**src/rtl/loader_pkg.sv**
```systemverilog
// Shared definitions for the instruction memory boot loader: FSM encoding
// and stream packing constants.
package loader_pkg;

  localparam int LOADER_BYTES_PER_WORD = 4;

  typedef enum logic [2:0] {
    CNT_LO = 3'd0,
    CNT_HI = 3'd1,
    DATA   = 3'd2,
    CHK    = 3'd3,
    DONE   = 3'd4,
    ERR    = 3'd5
  } loader_state_e;

endpackage

```
**src/rtl/byte_packer.sv**
```systemverilog
// Little-endian byte-to-word assembler: collects three bytes, then presents the
// full 32-bit word together with the fourth byte as it arrives.
module byte_packer
  import loader_pkg::*;
(
  input  logic        clk,
  input  logic        rst_n,
  input  logic        byte_en,
  input  logic [7:0]  byte_in,
  output logic        word_valid,
  output logic [31:0] word
);

  localparam logic [1:0] LAST_IDX = 2'(LOADER_BYTES_PER_WORD - 1);

  logic [1:0]  cnt_q, cnt_d;
  logic [23:0] buf_q, buf_d;

  always_comb begin
    cnt_d = cnt_q;
    buf_d = buf_q;
    if (byte_en) begin
      cnt_d = cnt_q + 2'd1;
      case (cnt_q)
        2'd0:    buf_d[7:0]   = byte_in;
        2'd1:    buf_d[15:8]  = byte_in;
        2'd2:    buf_d[23:16] = byte_in;
        default: buf_d        = buf_q;
      endcase
    end
  end

  // The top byte bypasses the buffer so the word is ready on the 4th handshake.
  assign word_valid = byte_en && (cnt_q == LAST_IDX);
  assign word       = {byte_in, buf_q};

  always_ff @(posedge clk or negedge rst_n) begin
    if (!rst_n) begin
      cnt_q <= 2'd0;
      buf_q <= 24'd0;
    end else begin
      cnt_q <= cnt_d;
      buf_q <= buf_d;
    end
  end

endmodule

```
**src/rtl/instr_mem_loader.sv**
```systemverilog
// Boot loader streaming a length-prefixed byte image into instruction memory and
// holding the core in reset until done. Define LOADER_CHECKSUM_EN for the XOR trailer.
//
// state  | meaning
// CNT_LO | waiting for low byte of word count
// CNT_HI | waiting for high byte of word count
// DATA   | receiving image bytes, one write per 4 bytes
// CHK    | waiting for checksum byte
// DONE   | image loaded, core released
// ERR    | load rejected, core held in reset
module instr_mem_loader
  import loader_pkg::*;
#(
  parameter int DEPTH = 1024
) (
  input  logic        clk,
  input  logic        rst,
  input  logic [7:0]  s_data,
  input  logic        s_valid,
  output logic        s_ready,
  output logic        we,
  output logic [31:0] wa,
  output logic [31:0] wd,
  output logic        busy,
  output logic        done,
  output logic        err,
  output logic        core_rst
);

  localparam logic [16:0] DEPTH_L = 17'(DEPTH);

  loader_state_e state_q, state_d;
  logic [7:0]    cnt_lo_q, cnt_lo_d;
  logic [15:0]   n_q, n_d;
  logic [15:0]   word_cnt_q, word_cnt_d;
  logic          we_q, we_d;
  logic [31:0]   wa_q, wa_d;
  logic [31:0]   wd_q, wd_d;
  logic          busy_q, busy_d;
  logic          done_q, done_d;
  logic          err_q, err_d;
`ifdef LOADER_CHECKSUM_EN
  logic [7:0]    chk_q, chk_d;
`endif

  logic          accept;
  logic          byte_en;
  logic          word_valid;
  logic [31:0]   word;
  logic [15:0]   n_in;
  loader_state_e end_state;

  always_comb begin
    case (state_q)
      CNT_LO, CNT_HI, DATA, CHK: s_ready = rst;
      default:                   s_ready = 1'b0;
    endcase
  end

  assign accept  = s_valid && s_ready;
  assign byte_en = accept && (state_q == DATA);
  assign n_in    = {s_data, cnt_lo_q};

`ifdef LOADER_CHECKSUM_EN
  assign end_state = CHK;
`else
  assign end_state = DONE;
`endif

  byte_packer u_packer (
    .clk        (clk),
    .rst_n      (rst),
    .byte_en    (byte_en),
    .byte_in    (s_data),
    .word_valid (word_valid),
    .word       (word)
  );

  always_comb begin
    state_d    = state_q;
    cnt_lo_d   = cnt_lo_q;
    n_d        = n_q;
    word_cnt_d = word_cnt_q;
    we_d       = 1'b0;
    wa_d       = wa_q;
    wd_d       = wd_q;
    busy_d     = busy_q;
`ifdef LOADER_CHECKSUM_EN
    chk_d      = chk_q;
    if (byte_en) chk_d = chk_q ^ s_data;
`endif

    case (state_q)
      CNT_LO: begin
        if (accept) begin
          cnt_lo_d = s_data;
          busy_d   = 1'b1;
          state_d  = CNT_HI;
        end
      end
      CNT_HI: begin
        if (accept) begin
          n_d = n_in;
          if ({1'b0, n_in} > DEPTH_L) state_d = ERR;
          else if (n_in == 16'd0)     state_d = end_state;
          else                        state_d = DATA;
        end
      end
      DATA: begin
        if (word_valid) begin
          we_d       = 1'b1;
          wa_d       = {14'd0, word_cnt_q, 2'b00};
          wd_d       = word;
          word_cnt_d = word_cnt_q + 16'd1;
          if (word_cnt_d == n_q) state_d = end_state;
        end
      end
`ifdef LOADER_CHECKSUM_EN
      CHK: begin
        if (accept) state_d = (s_data == chk_q) ? DONE : ERR;
      end
`endif
      default: state_d = state_q;
    endcase

    if (state_d == DONE || state_d == ERR) busy_d = 1'b0;
    // done lags DONE entry by a cycle so the final write lands before the core wakes.
    done_d = done_q | (state_q == DONE);
    err_d  = err_q | (state_d == ERR);
  end

  always_ff @(posedge clk or negedge rst) begin
    if (!rst) begin
      state_q    <= CNT_LO;
      cnt_lo_q   <= 8'd0;
      n_q        <= 16'd0;
      word_cnt_q <= 16'd0;
      we_q       <= 1'b0;
      wa_q       <= 32'd0;
      wd_q       <= 32'd0;
      busy_q     <= 1'b0;
      done_q     <= 1'b0;
      err_q      <= 1'b0;
`ifdef LOADER_CHECKSUM_EN
      chk_q      <= 8'd0;
`endif
    end else begin
      state_q    <= state_d;
      cnt_lo_q   <= cnt_lo_d;
      n_q        <= n_d;
      word_cnt_q <= word_cnt_d;
      we_q       <= we_d;
      wa_q       <= wa_d;
      wd_q       <= wd_d;
      busy_q     <= busy_d;
      done_q     <= done_d;
      err_q      <= err_d;
`ifdef LOADER_CHECKSUM_EN
      chk_q      <= chk_d;
`endif
    end
  end

  assign we       = we_q;
  assign wa       = wa_q;
  assign wd       = wd_q;
  assign busy     = busy_q;
  assign done     = done_q;
  assign err      = err_q;
  assign core_rst = done_q;

endmodule

```
**config.mk**
```make
export PLATFORM = sky130hd
export DESIGN_NAME = instr_mem_loader
export DESIGN_NICKNAME = d
export VERILOG_FILES = /design/src/rtl/loader_pkg.sv /design/src/rtl/byte_packer.sv /design/src/rtl/instr_mem_loader.sv
export SDC_FILE = /design/constraint.sdc
export NUM_CORES = 1
export LEC_CHECK = 0
export BUFFER_PORTS_ARGS = -buffer_cell sky130_fd_sc_hd__buf_2
export CAP_MARGIN = 10
export CORE_ASPECT_RATIO = 0.6
export CORE_MARGIN = 4
export CORE_UTILIZATION = 45
export CTS_CLUSTER_DIAMETER = 40
export DETAILED_ROUTE_END_ITERATION = 6
export GPL_TIMING_DRIVEN = 0
export PLACE_DENSITY = 0.63
export SLEW_MARGIN = 20
export SYNTH_ARGS = -nofsm -noshare
export SYNTH_HDL_FRONTEND = slang
export SYNTH_SLANG_ARGS = --single-unit
export TNS_END_PERCENT = 10
```
**constraint.sdc**
```tcl
create_clock -name clk -period 5.3 [get_ports clk]
set_input_delay 1.06 -clock clk [delete_from_list [all_inputs] [get_ports clk]]
set_output_delay 1.06 -clock clk [all_outputs]
set_load 0.03 [all_outputs]
```
### Word-level counts from Yosys, hierarchy flattened

Index checks and enable logic that the tools add are counted.

* magnitude comparators: 1
* mux-type cells: 13
* reduce and logical (&&, ||, !) cells: 17
* equality and inequality tests: 10
* $add $sub $neg: 2
* bitwise operators: 2

Operator list (count)
* two-way mux 3 bit: 6
* adder 16 x 1 -> 16 bit (second input constant): 1
* == test 16 bit: 1
* > comparator 16 x 11 -> 1 bit (second input constant): 1
* logical NOT 16 bit: 1
* AND reduction 2 bit: 7
* == test 3 bit (second input constant): 3
* one-hot mux 3 bit (3 select lines): 1
* == test 3 x 2 -> 1 bit (second input constant): 2
* two-way mux 1 bit: 6
* == test 2 bit (second input constant): 2
* nonzero test 2 bit: 2
* OR reduction 4 bit: 1
* == test 3 x 1 -> 1 bit (second input constant): 1
* logical AND 1 bit: 3
* logical NOT 3 bit: 1
* adder 2 x 1 -> 2 bit (second input constant): 1
* == test 2 x 1 -> 1 bit (second input constant): 1
* logical NOT 2 bit: 1
* bitwise OR 1 bit: 2
* logical OR 1 bit: 1

* logic and storage cells: 59
* input port bits: 11
* output and inout bits: 70
* register bits after elaboration: 121

### Depth between registers and ports, before layout

* word-level depth: 12
* depth in mapped cells: 7
* gate-level depth less buffers: 7

### Modules after synthesis

A second synthesis with hierarchy kept.

* cell total of the unflattened synthesis: 522
* area, all modules: 5629.1 µm²

By module, submodules not included
* instr_mem_loader: cells an instance 450, area each 4404.2 µm², seq. area each 2377.3 µm², times used 1
* byte_packer: cells an instance 72, area each 1224.9 µm², seq. area each 650.6 µm², times used 1

### Worst setup path before layout

OpenSTA, ideal clock, no wires.

* path type: input to register
* start point: in s_valid
* end point: reg state_q[1]
* stages on the path: 6
* data required time: 5.181 ns
* setup time: 0.119 ns
* arrival time: 2.570 ns
* path buffers: 0
* path slack: 2.611 ns
* cells stage by stage: and3b_1 -> nand3_1 -> nor3_1 -> nand4_1 -> or4_4 -> a21bo_1

* longest elaborated chain between the ends: 5
* elaborated cells on any way between the ends: 7
* those cells by class: mux (4); reduce/logical (3)

RTL lines
* start, declared: RTL line instr_mem_loader.sv:19 `input logic s_valid,`
* logical AND 1 bit *: RTL line instr_mem_loader.sv:60 `assign accept = s_valid && s_ready;`
* logical AND 1 bit: RTL line instr_mem_loader.sv:61 `assign byte_en = accept && (state_q == DATA);`
* logical AND 1 bit: RTL line byte_packer.sv:34 `assign word_valid = byte_en && (cnt_q == LAST_IDX);`
* two-way mux 3 bit: RTL line instr_mem_loader.sv:110 `if (word_valid) begin`
* one-hot mux 3 bit (3 select lines) *: RTL line instr_mem_loader.sv:93 `case (state_q)`
* named net state_d[1]: RTL line instr_mem_loader.sv:32 `loader_state_e state_q, state_d;`
* end signal, assigned: RTL line instr_mem_loader.sv:148 `state_q <= state_d;`
* end, declared: RTL line instr_mem_loader.sv:32

Mark *: on every way through the listed nets, which the timed path passes. The rest lies on a longest branch.
A chain may end at the register's enable or synchronous reset.

### Worst setup path in the final report

* start point: in rst
* end point: reg state_q[1]

* longest elaborated chain between the ends: 6
* elaborated cells on any way between the ends: 8
* those cells by class: mux (5); reduce/logical (3)

RTL lines
* start, declared: RTL line instr_mem_loader.sv:17 `input logic rst,`
* two-way mux 1 bit *: RTL line instr_mem_loader.sv:54 `case (state_q)`
* logical AND 1 bit *: RTL line instr_mem_loader.sv:60
* logical AND 1 bit: RTL line instr_mem_loader.sv:61
* logical AND 1 bit: RTL line byte_packer.sv:34
* two-way mux 3 bit: RTL line instr_mem_loader.sv:110
* one-hot mux 3 bit (3 select lines) *: RTL line instr_mem_loader.sv:93
* named net state_d[1]: RTL line instr_mem_loader.sv:32

Marked as above.

==> run summary <==
The flow ran to the end, and the final reports show no timing, DRC or antenna violations. The arrival time at the worst endpoint is 3990 ps. Along the worst path, the maximum fanout reaches 83. The clock latency of the later-clocked register in the worst-skew pair is 410 ps. The worst setup slack after layout is 1600 ps. On the worst path, the slowest cell contributes a delay of 590 ps. The total DRC errors in the routed layout came out at 0. The floorplan die width is 150 um. The max capacitance violation total came out at 0. Gates resized during post-CTS repair numbered 0. The worst setup path is launched from a primary input. The TritonCTS buffer count came out at 17. The number of antenna violations at the first check in global routing is 0.

Prior to clock tree synthesis, the placed netlist has a worst setup slack of 1140 ps. The sequential fraction of design power is 0.411. The worst-case headroom to the max-slew limit is 0.515. The post-synthesis register bit count came out at 121. The die area came out at 13,900 um2. The top achievable clock speed is 270 MHz. The wire length of the first global-routing pass is 19,900 um. The overall track demand over capacity in global routing came out at 0.186. After synthesis, the most frequently instantiated cells are sky130_fd_sc_hd__nand2_1 (156), sky130_fd_sc_hd__dfrtp_1 (121), sky130_fd_sc_hd__mux2_2 (48), sky130_fd_sc_hd__xnor2_1 (26), sky130_fd_sc_hd__buf_4 (17).

The buffers inserted during post-CTS setup optimization came out at 0. The count of endpoints failing setup in the final report came out at 0. After synthesis the cells add up to 5420 um2. Relative to the synthesized area, the layout overhead comes to 22.4%. The post-synthesis async set-or-reset flop share came out at 1.00. The first detailed-routing pass took 4 iterations. Summed over all layers, the global routing overflow is 0. The per-cell via count in the routed design is 5.00. The final wirelength is 12,400 um. The placeable core area came out at 11,500 um2. The via count of the first global-routing pass came out at 3,777. The height of the die is 93.0 um. The finished layout holds 778 standard cells, fillers aside.

The number of cells on the worst reg-to-reg path is 6. The reported leakage power is 3.50 nW. The row count is 30. The proportion of synthesized chip area in sequential cells came out at 0.559. The most frequent cell after synthesis is sky130_fd_sc_hd__nand2_1. The ratio of cells with drive above 1 in the final layout is 0.291.

The clock net in this run drives a total of 121 sinks. The worst setup path is of the in2reg kind. The number of hold violations in the final report came out at 0. The portion of synthesized cell area occupied by the leading cell type is 0.559. The net switching component of the power came out at 0.000766 W. The average wire per standard cell came out at 15.9 um. The power density of the placed cells is 415 nW/um2. The total instance count after detailed placement is 746.

The count of warnings emitted by yosys came out at 0. The clock-pin slew on the worst setup and hold paths is 60 ps. Yosys mapped a number of flops with a built-in enable equal to 0. The worst hold path was traced through 2 stages. The pin count of the biggest net entering global routing came out at 84.

The top-level port count came out at 81. Setup repair after global routing left no endpoint under its margin. Dividing the final minimum period by the clock period gives 0.698.

The largest clock skew in the final design came out at 6.63 ps. At the end of the flow the core is filled with cells to 0.575. The fraction of power consumed by the clock network is 0.425. The quantity of hold-fixing buffers added after cts came out at 0. Buffers placed on the I/O ports in this run total 63. TritonCTS built the clock tree. The half-perimeter wire length of the detailed placement result came out at 8650 um. Of the total power, the share spent switching nets is 0.278. The class of the tightest hold or removal check is reg2reg. The maximum number of buffers from clock root to sink came out at 2. Detailed routing inserted a total of 3,888 vias. The initial detailed-routing violation count is 240.

The layout has 1,011 filler cells. The final critical path time including I/O delays and setup is 3700 ps. The biggest area contributor in the post-synthesis netlist is sky130_fd_sc_hd__dfrtp_1. The worst hold slack after final layout is 460 ps. The internal portion of total power is 0.00199 W.

Sorting the synthesized cells by area gives the leading types as sky130_fd_sc_hd__dfrtp_1 (56%), sky130_fd_sc_hd__nand2_1 (11%), sky130_fd_sc_hd__mux2_2 (10%). The post-synthesis instance total came out at 507. The number of levels the H-tree was split into is 4.

The mean instance size in the synthesized netlist came out at 10.7 um2. The count of final max-slew check failures came out at 0. The number of unique standard cell types used by synthesis came out at 53. The standard cell with the maximum stage delay on the critical path is sky130_fd_sc_hd__or4_4. The clock root buffer is sky130_fd_sc_hd__clkbuf_16.

The antenna violation net count after detailed routing is 0. The share of total power dissipated in combinational logic is 0.164. The maximum vdd ir drop is 0.223 mV. The routability-driven placement congestion ratio came out at 0.895. The worst setup path is captured at a register. Walking the worst path, the cells encountered are buf_6 > buf_16 > and3b_1 > nand3_1 > nor3_1 > nand4_1 > or4_4 > a21bo_1.

The final layout net count is 621. The number of antenna repair diodes is 0. The slew at the pin closest to its max-slew limit is 723 ps.

Data on the critical path is required at its endpoint by 5590 ps. In the synthesized netlist the dominant register cell turns out to be sky130_fd_sc_hd__dfrtp_1. The initial cell density of the core came out at 0.470.
## stage by stage
| step | area (um2) | TNS [ps] | power (W) |
|---|---|---|---|
| after floorplan | 5470 | 0 | 0.00146 |
| final | 6630 | 0 | 0.00275 |
| after global routing | 6630 | 0 | 0.00287 |
| after detailed placement | 6020 | 0 | 0.00159 |
| after global placement | 5990 | -622 | 0.00157 |
| after CTS | 6620 | 0 | 0.00277 |
## area by class of cell
class,count,area [um2],area share
clock inverters,14,173,0.0260
well taps,160,200,0.0302
clock buffers,18,429,0.0647
multi-input cells,354,2200,0.332
repair buffers,64,349,0.0527
inverters,6,22.5,0.00340
plain buffers,41,228,0.0344
flip-flops and latches,121,3030,0.457
## flip-flops by register name, indices dropped and copies added, names as in the netlist, 2 cells and up
signal          flops
u_packer.buf_q     24
word_cnt_q         16
wd                 32
n_q                16
cnt_lo_q            8
wa                 16
u_packer.cnt_q      2
state_q             3
## cells in the final DEF, fill, tap and decap left out, types with 3 or more instances in the layout
cell,n
sky130_fd_sc_hd__a21oi_1,4
sky130_fd_sc_hd__buf_2,70
sky130_fd_sc_hd__buf_4,17
sky130_fd_sc_hd__bufinv_16,3
sky130_fd_sc_hd__clkbuf_1,15
sky130_fd_sc_hd__clkbuf_16,17
sky130_fd_sc_hd__clkinv_2,3
sky130_fd_sc_hd__clkinv_4,3
sky130_fd_sc_hd__conb_1,16
sky130_fd_sc_hd__dfrtp_1,121
sky130_fd_sc_hd__ha_1,5
sky130_fd_sc_hd__inv_1,5
sky130_fd_sc_hd__inv_6,3
sky130_fd_sc_hd__mux2_2,48
sky130_fd_sc_hd__nand2_1,156
sky130_fd_sc_hd__nand3_1,6
sky130_fd_sc_hd__nand4_1,7
sky130_fd_sc_hd__nor2_1,13
sky130_fd_sc_hd__nor3_1,8
sky130_fd_sc_hd__nor4_1,5
sky130_fd_sc_hd__o21ai_0,7
sky130_fd_sc_hd__or2_2,3
sky130_fd_sc_hd__xnor2_1,26
sky130_fd_sc_hd__xor2_1,12
## critical path, delay by kind of cell
family / cells / cell delay [ps]
AO/OA/AOI/OAI: 1 / 220
AND/OR/NAND/NOR: 5 / 1980
buffers and inverters: 2 / 690
## kinds of logic after synthesis
| group | synth area share |
|---|---|
| xor+xnor | 0.0614 |
| compound gates | 0.0374 |
| flops | 0.559 |
| other cells | 0.000692 |
| fa+ha+maj | 0.0116 |
| mux | 0.103 |
| buf+inv | 0.0462 |
| simple gates | 0.180 |
## per-layer routing
| layer | global-route usage | part of all wire | vias to the layer above | wire, um |
|---|---|---|---|---|
| met3 | 0.0436 | 0.053 | 16 | 661 |
| li1 | - | - | 1849 | - |
| met1 | 0.282 | 0.51 | 1927 | 6280 |
| met2 | 0.261 | 0.43 | 96 | 5270 |
| met5 | 0 | 0 | - | 0 |
| met4 | 0.0609 | 0.012 | 0 | 146 |
## power groups by stage
stage               Clock (W)  Combinational (W)  Sequential, W
floorplan                   0           0.000283        0.00118
global placement            0           0.000430        0.00114
detailed placement          0           0.000446        0.00115
CTS                   0.00119           0.000452        0.00113
global route          0.00124           0.000491        0.00115
finish                0.00117           0.000450        0.00113
## worst paths after layout
path | end | slack [ps] | from
max in group asynchronous | wd[13] | 4000 | rst
max reg2reg | state_q[1] | 2540 | state_q[2]
min reg2reg | wd[21] | 460 | u_packer.buf_q[21]
max | state_q[1] | 1600 | rst
min | wd[21] | 460 | u_packer.buf_q[21]
min in group asynchronous | wa[3] | 560 | rst
No activity file was read; power rests on OpenSTA's default activity.
